==> src/rtl/cache_fill_fsm.sv <==
// -----------------------------------------------------------------------------
// cache_fill_fsm
//
// Block-fill engine between the cache arrays and a pipelined, multi-cycle main
// memory. On a miss it latches the block base, issues one word read per cycle,
// writes each returned word into the cache data array, and writes the tag
// together with the last data word. While idle it forwards single-word
// write-through stores straight to memory in the same cycle.
//
// Ports
//   clk, rst            clock, asynchronous active-high reset
//   miss_detected/_addr miss request (level) and the byte address that missed
//   cpu_wr_req/_addr/_data, cpu_wr_ack
//                       write-through store request and same-cycle acknowledge
//   fsm_busy            high while a fill is in progress
//   mem_enable, mem_wr, mem_addr, mem_data_in, mem_data_out, mem_data_valid
//                       memory command, write data, and read return
//   write_data_array, cache_word_addr, cache_data
//                       cache data-array write port
//   write_tag_array, tag_addr
//                       cache tag-array write port
// -----------------------------------------------------------------------------
module cache_fill_fsm #(
  parameter int ADDR_WIDTH  = 16,
  parameter int BLOCK_WORDS = 8
) (
  input  logic                  clk,
  input  logic                  rst,
  input  logic                  miss_detected,
  input  logic [ADDR_WIDTH-1:0] miss_address,
  input  logic                  cpu_wr_req,
  input  logic [ADDR_WIDTH-1:0] cpu_wr_addr,
  input  logic [15:0]           cpu_wr_data,
  output logic                  cpu_wr_ack,
  output logic                  fsm_busy,
  output logic                  mem_enable,
  output logic                  mem_wr,
  output logic [ADDR_WIDTH-1:0] mem_addr,
  output logic [15:0]           mem_data_in,
  input  logic [15:0]           mem_data_out,
  input  logic                  mem_data_valid,
  output logic                  write_data_array,
  output logic [ADDR_WIDTH-1:0] cache_word_addr,
  output logic [15:0]           cache_data,
  output logic                  write_tag_array,
  output logic [ADDR_WIDTH-1:0] tag_addr
);

  // Byte-offset bits within a block (16-bit words, so one extra bit).
  localparam int OFS = $clog2(BLOCK_WORDS) + 1;

  localparam logic [OFS-1:0] LP_WORDS = OFS'(BLOCK_WORDS);
  localparam logic [OFS-1:0] LP_LAST  = OFS'(BLOCK_WORDS - 1);
  localparam logic [OFS-1:0] LP_ONE   = {{(OFS-1){1'b0}}, 1'b1};

  typedef enum logic [0:0] {
    S_IDLE = 1'b0,
    S_FILL = 1'b1
  } state_t;

  state_t                r_state;
  state_t                w_state_nxt;
  logic [ADDR_WIDTH-1:0] r_base;
  logic [ADDR_WIDTH-1:0] w_base_nxt;
  logic [OFS-1:0]        r_issue_cnt;
  logic [OFS-1:0]        w_issue_cnt_nxt;
  logic [OFS-1:0]        r_ret_cnt;
  logic [OFS-1:0]        w_ret_cnt_nxt;

  logic                  w_cpu_wr_ack;
  logic                  w_mem_enable;
  logic                  w_mem_wr;
  logic [ADDR_WIDTH-1:0] w_mem_addr;
  logic [15:0]           w_mem_data_in;
  logic                  w_write_data_array;
  logic [ADDR_WIDTH-1:0] w_cache_word_addr;
  logic [15:0]           w_cache_data;
  logic                  w_write_tag_array;

  logic [ADDR_WIDTH-1:0] w_issue_addr;
  logic [ADDR_WIDTH-1:0] w_ret_addr;
  logic                  w_unused_miss_ofs;

  // Word addresses within the block. Counters are only used as offsets while
  // below BLOCK_WORDS, so their top bit never contributes; the base has zero
  // low bits, so the addition cannot carry into the tag.
  assign w_issue_addr = r_base + {{(ADDR_WIDTH-OFS){1'b0}}, r_issue_cnt[OFS-2:0], 1'b0};
  assign w_ret_addr   = r_base + {{(ADDR_WIDTH-OFS){1'b0}}, r_ret_cnt[OFS-2:0], 1'b0};

  // The offset bits of the miss address are discarded when the base is latched.
  assign w_unused_miss_ofs = ^miss_address[OFS-1:0];

  // State, block base and issue/return counters.
  always_ff @(posedge clk or posedge rst) begin
    if (rst) begin
      r_state     <= S_IDLE;
      r_base      <= {ADDR_WIDTH{1'b0}};
      r_issue_cnt <= {OFS{1'b0}};
      r_ret_cnt   <= {OFS{1'b0}};
    end else begin
      r_state     <= w_state_nxt;
      r_base      <= w_base_nxt;
      r_issue_cnt <= w_issue_cnt_nxt;
      r_ret_cnt   <= w_ret_cnt_nxt;
    end
  end

  // Next-state logic and the combinational memory/cache strobes.
  always_comb begin
    w_state_nxt        = r_state;
    w_base_nxt         = r_base;
    w_issue_cnt_nxt    = r_issue_cnt;
    w_ret_cnt_nxt      = r_ret_cnt;
    w_cpu_wr_ack       = 1'b0;
    w_mem_enable       = 1'b0;
    w_mem_wr           = 1'b0;
    w_mem_addr         = {ADDR_WIDTH{1'b0}};
    w_mem_data_in      = 16'h0000;
    w_write_data_array = 1'b0;
    w_cache_word_addr  = {ADDR_WIDTH{1'b0}};
    w_cache_data       = 16'h0000;
    w_write_tag_array  = 1'b0;

    case (r_state)
      S_IDLE: begin
        // A miss wins over a store in the same cycle; the store is not acked
        // and simply stays pending at the CPU. Stray read returns are dropped.
        if (miss_detected) begin
          w_state_nxt     = S_FILL;
          w_base_nxt      = {miss_address[ADDR_WIDTH-1:OFS], {OFS{1'b0}}};
          w_issue_cnt_nxt = {OFS{1'b0}};
          w_ret_cnt_nxt   = {OFS{1'b0}};
        end else if (cpu_wr_req) begin
          w_cpu_wr_ack  = 1'b1;
          w_mem_enable  = 1'b1;
          w_mem_wr      = 1'b1;
          w_mem_addr    = cpu_wr_addr;
          w_mem_data_in = cpu_wr_data;
        end else begin
          w_state_nxt = S_IDLE;
        end
      end

      S_FILL: begin
        // Issue side: one read per cycle until the whole block is requested.
        if (r_issue_cnt < LP_WORDS) begin
          w_mem_enable    = 1'b1;
          w_mem_addr      = w_issue_addr;
          w_issue_cnt_nxt = r_issue_cnt + LP_ONE;
        end else begin
          w_mem_enable = 1'b0;
        end

        // Return side: every valid word goes straight into the data array;
        // the tag is written alongside the final word.
        if (mem_data_valid) begin
          w_write_data_array = 1'b1;
          w_cache_word_addr  = w_ret_addr;
          w_cache_data       = mem_data_out;
          w_ret_cnt_nxt      = r_ret_cnt + LP_ONE;
          if (r_ret_cnt == LP_LAST) begin
            w_write_tag_array = 1'b1;
            w_state_nxt       = S_IDLE;
          end else begin
            w_write_tag_array = 1'b0;
          end
        end else begin
          w_write_data_array = 1'b0;
        end
      end

      default: begin
        w_state_nxt = S_IDLE;
      end
    endcase
  end

  // Every output is forced low while reset is held, including the
  // combinational store path that would otherwise follow cpu_wr_req.
  assign cpu_wr_ack       = rst ? 1'b0 : w_cpu_wr_ack;
  assign fsm_busy         = rst ? 1'b0 : (r_state == S_FILL);
  assign mem_enable       = rst ? 1'b0 : w_mem_enable;
  assign mem_wr           = rst ? 1'b0 : w_mem_wr;
  assign mem_addr         = rst ? {ADDR_WIDTH{1'b0}} : w_mem_addr;
  assign mem_data_in      = rst ? 16'h0000 : w_mem_data_in;
  assign write_data_array = rst ? 1'b0 : w_write_data_array;
  assign cache_word_addr  = rst ? {ADDR_WIDTH{1'b0}} : w_cache_word_addr;
  assign cache_data       = rst ? 16'h0000 : w_cache_data;
  assign write_tag_array  = rst ? 1'b0 : w_write_tag_array;
  assign tag_addr         = rst ? {ADDR_WIDTH{1'b0}} : r_base;

endmodule

==> config.mk <==
export PLATFORM = sky130hd
export DESIGN_NAME = cache_fill_fsm
export DESIGN_NICKNAME = d
export VERILOG_FILES = /design/src/rtl/cache_fill_fsm.sv
export SDC_FILE = /design/constraint.sdc
export NUM_CORES = 1
export LEC_CHECK = 0
export ABC_AREA = 0
export CAP_MARGIN = 20
export CELL_PAD_IN_SITES_DETAIL_PLACEMENT = 1
export CELL_PAD_IN_SITES_GLOBAL_PLACEMENT = 2
export CORE_ASPECT_RATIO = 0.5
export CORE_MARGIN = 2
export CORE_UTILIZATION = 16
export DETAILED_ROUTE_END_ITERATION = 10
export PLACE_DENSITY_LB_ADDON = 0.1
export REMOVE_ABC_BUFFERS = 1
export SLEW_MARGIN = 20
export SYNTH_ARGS = -nofsm -noshare
export SYNTH_HDL_FRONTEND = slang
export SYNTH_SLANG_ARGS = --single-unit
==> constraint.sdc <==
create_clock -name clk -period 3 [get_ports clk]
set_input_delay 0.6 -clock clk [delete_from_list [all_inputs] [get_ports clk]]
set_output_delay 0.6 -clock clk [all_outputs]
set_load 0.005 [all_outputs]
== After elaboration in Yosys (flattened, before gate mapping) ==
Cells that the tools add are included.
Cells by class
  bitwise operators: 1
  magnitude comparators: 1
  reduce and logical (&&, ||, !) cells: 3
  muxes and demuxes: 40
  eq/ne operators: 4
  add/sub/neg operators: 4
Operators by type and width (number)
  $mux W16: 15
  $add A16 B4 Y16: 2
  $pmux W16 S2: 1
  $mux W1: 17
  $pmux W4 S2: 2
  $mux W4: 3
  $add A4 B1 Y4 const B: 2
  $reduce_and A2 Y1: 3
  $eq A4 B3 Y1 const B: 1
  $lt A4 B4 Y1 const B: 1
  $ne A2 B2 Y1 const B: 2
  $pmux W1 S2: 2
  $ne A2 B1 Y1 const B: 1
  $not A1 Y1: 1
Storage, ports and cells
  output and inout bits: 86
  logic and storage cells: 57
  bits in registers: 21
  input bits: 69

== Logic depth before layout (Yosys ltp) ==
  depth in word-level cells: 5
  mapped depth: 6
  mapped depth without buffers: 4

== Worst setup path after synthesis ==
No wires, ideal clock.
  path kind: input to output
  from: input rst
  to: output mem_data_in[10]
  slack: 0.647 ns
  cell stages on the path: 5
  arrival: 1.753 ns
  buffers on the path: 2
  cells stage by stage: inv_1 > and3_4 > buf_6 > buf_4 > and2_1
Between the ends
  word-level cells in the longest chain between the ends: 1
RTL lines
  from (decl): line 28  | input logic rst,
  $mux W16: line 185  | assign mem_data_in = rst ? 16'h0000 : w_mem_data_in;
  to (decl): line 39  | output logic [15:0] mem_data_in,
Every way passes these cells.

== Worst setup path after layout ==
  from: input miss_detected
  to: output mem_addr[2]
Between the ends
  word-level cells in the longest chain between the ends: 3
RTL lines
  from (decl): line 29  | input logic miss_detected,
  $mux W16: line 128  | if (miss_detected) begin
  $pmux W16 S2: line 124  | case (r_state)
  $mux W16: line 184  | assign mem_addr = rst ? {ADDR_WIDTH{1'b0}} : w_mem_addr;
  to (decl): line 38  | output logic [ADDR_WIDTH-1:0] mem_addr,
Every way passes these cells.

==> results_dict.tcl <==
set metrics [dict create \
    status "finished, final reports clean" \
    clkTransAtPathRegs_ps 60 \
    final_common_cell "clkdlybuf4s50_1" \
    routed_wl_mm 7.74 \
    routed-via-count 1862 \
    yosys.area_share.simple_pct 31.7 \
    critical_path.cell_chain "clkdlybuf4s50_1 > nor2_4 > and3_2 > a22o_1 > clkdlybuf4s50_1" \
    yosysTopAreaCellShare_pct 32.7 \
    crit_top_cell "clkdlybuf4s50_1" \
    final_cell_mix "clkdlybuf4s50_1 (145), and3_1 (31), dfrtp_1 (20)" \
    grt_pass1_wl_mm 10.8 \
    p_int_uw 1210 \
    ys_top_cells_by_area "dfrtp_1 (33%), and3_1 (12%), mux2_2 (9.8%), a22o_1 (8.7%), and2_1 (7.0%)" \
    crit_arrival_ps 2320 \
    critPathMaxFanout 9 \
    place_congestion 0.763 \
    ctsRootBufferMaster "clkbuf_16" \
    antenna_found_initial 0 \
    portBuffers 145 \
    synth_fa_ha_area_share_pct 1.56 \
    ant_nets 0 \
    cap_violations 0 \
    drt_pass1_iterations 3 \
    rows 25 \
    post-route-util_pct 34.4 \
    end_kind "output pin" \
    hold_path_class "reg2reg" \
    path_class "in2out" \
    ys_warn_count 0 \
    cpPeakStageDelay_ps 500 \
    dieWidth_um 146 \
    cts.sinks 21 \
    power_leakage_uw 0.00140 \
    grt_max_degree 36 \
    ys_seq_elements 21 \
    io_pins 155 \
    syn2layout_area_growth_pct 106 \
    rrSetupSlack_ps 1490 \
    placed_area_um2 3200 \
    synth_cells 176 \
    drv_slew 0 \
    rsz0062_at_grt "false" \
    synth_area_per_cell_um2 9.12 \
    die_h_um 74.8 \
    crit_path_start_kind "primary input" \
    synth_top_family_by_area "simple AND/OR/NAND/NOR gates" \
    required_ps 2400 \
    initial_core_util_pct 16.7 \
    swShare_pct 32.7 \
    yosysTopAreaCell "dfrtp_1" \
    drc 0 \
    fmax_mhz 343 \
    power.density_nw_per_um2 547 \
    drive_gt1_share_pct 11.5 \
    tns_ps 0 \
    dpl.hpwl_mm 5.97 \
    antenna_cells 0 \
    clk_latency_ps 250 \
    synthDistinctLibCells 32 \
    grt-ovfl-total 0 \
    via_per_inst 4.08 \
    numCtsBuffers 3 \
    min_period_over_period_pct 97.2 \
    core_area_um2 9600 \
    post_cts_buffers 0 \
    synth-compound-area-share_pct 12.3 \
    grt_pass1_vias 1813 \
    synth-xor-area-share_pct 1.64 \
    track_usage_pct 12.6 \
    power_switching_uw 591 \
    tritoncts "yes" \
    wl_per_cell_um 17.0 \
    fill_cells 1121 \
    finalHoldViolCount 0 \
    power_frac_comb_pct 51.8 \
    cts_buffer_depth 2 \
    clock_power_share_pct 15.7 \
    synth.cell_area_um2 1610 \
    fin_area_um2 3300 \
    htree_levels 1 \
    ys_seq_area_share_pct 32.7 \
    sequentialPowerShare_pct 32.5 \
    place_inst 450 \
    muxShareOfSynthArea_pct 9.82 \
    die_area_um2 10900 \
    postCtsHoldBufs 0 \
    cts_resized 0 \
    slowest_stage "clkdlybuf4s50_1" \
    ir_drop_mv 0.229 \
    drt-initial-drc-count 42 \
    final_cells 456 \
    finalPower_uw 1800 \
    setup_viol 0 \
    final_nets 393 \
    finalCriticalPeriod_ps 2920 \
    clock_skew_ps 5.37 \
]
==> registers in the layout, indices dropped and copies added, names as in the netlist <==
signal / flops
r_issue_cnt: 4
r_state: 1
r_ret_cnt: 4
r_base: 12
==> Yosys cell counts <==
| library cell | count |
|---|---|
| nand4_1 | 1 |
| buf_4 | 9 |
| a21o_1 | 1 |
| nor2b_1 | 12 |
| a41oi_1 | 1 |
| xor2_1 | 1 |
| dfrtp_1 | 21 |
| nor2_4 | 1 |
| buf_2 | 2 |
| a21oi_1 | 3 |
| a22o_1 | 16 |
| conb_1 | 1 |
| nand3b_1 | 1 |
| and2_1 | 18 |
| mux2_2 | 14 |
| and3_4 | 1 |
| ha_1 | 2 |
| nor2_2 | 1 |
| o22ai_1 | 1 |
| o21ai_0 | 4 |
| nand2b_1 | 5 |
| nor4_1 | 1 |
| or2_1 | 1 |
| nand2_1 | 5 |
| xnor2_1 | 2 |
| nor3_1 | 2 |
| inv_1 | 5 |
| buf_6 | 3 |
| nor2_1 | 1 |
| nor2b_2 | 1 |
| clkbuf_1 | 8 |
| and3_1 | 31 |
==> power by group through the flow <==
stage	Combinational (uW)	Clock [uW]	Sequential, uW
2_1_floorplan	430	0	538
3_3_place_gp	920	0	585
3_5_place_dp	942	0	598
4_1_cts	945	299	594
5_1_grt	1020	313	619
6_report	935	283	587
==> area by class of cell <==
cell class                      count  area, um^2  area share (%)
Clock buffer                        3        75.1            2.27
Multi-Input combinational cell    134         953            28.9
Timing Repair Buffer              157        1550            47.1
Sequential cell                    21         527            16.0
Inverter                            5        18.8           0.568
Tap cell                          135         169            5.12
Clock inverter                      1        5.00           0.152
==> per-layer routing <==
layer	global-route usage [%]	vias up	share of wire, %
met1	15.8	905	48
met4	1.96	0	0.44
met2	23.6	58	48
li1	-	897	-
met3	2.48	2	3.5
met5	0	-	0
==> cell families (layout without fill, tap and decap cells) <==
family          Yosys count  count (layout)
buf+inv                  27             166
xor+xnor                  3               3
compound gates           26              26
simple gates             82              84
mux                      14              14
fa+ha+maj                 2               2
flops                    21              21
other cells               1               5
==> path summary, 6_finish.rpt <==
check	cells after the start	start	endpoint
setup / recovery	5	miss_detected	mem_addr[2]
min in group asynchronous	3	rst	r_ret_cnt[3]
max in group asynchronous	3	rst	r_state
hold / removal	1	r_base[6]	r_base[6]
setup reg to reg	3	r_state	r_base[5]
hold reg to reg	1	r_base[6]	r_base[6]
==> critical path: cells and delay by family <==
kind	cells	cell delay [ps]
AOI/OAI and AO/OA	1	170
buffers and inverters	2	980
and+or+nand+nor	2	570
==> metrics by stage <==
step | hold slack [ps] | setup WS (ps)
2_1_floorplan | 510 | 674
3_3_place_gp | 533 | 46.5
3_5_place_dp | 544 | 17.2
4_1_cts | 558 | 9.90
5_1_grt | 570 | 14.9
6_report | 550 | 83.2
Power figures use the tool's default switching activity.
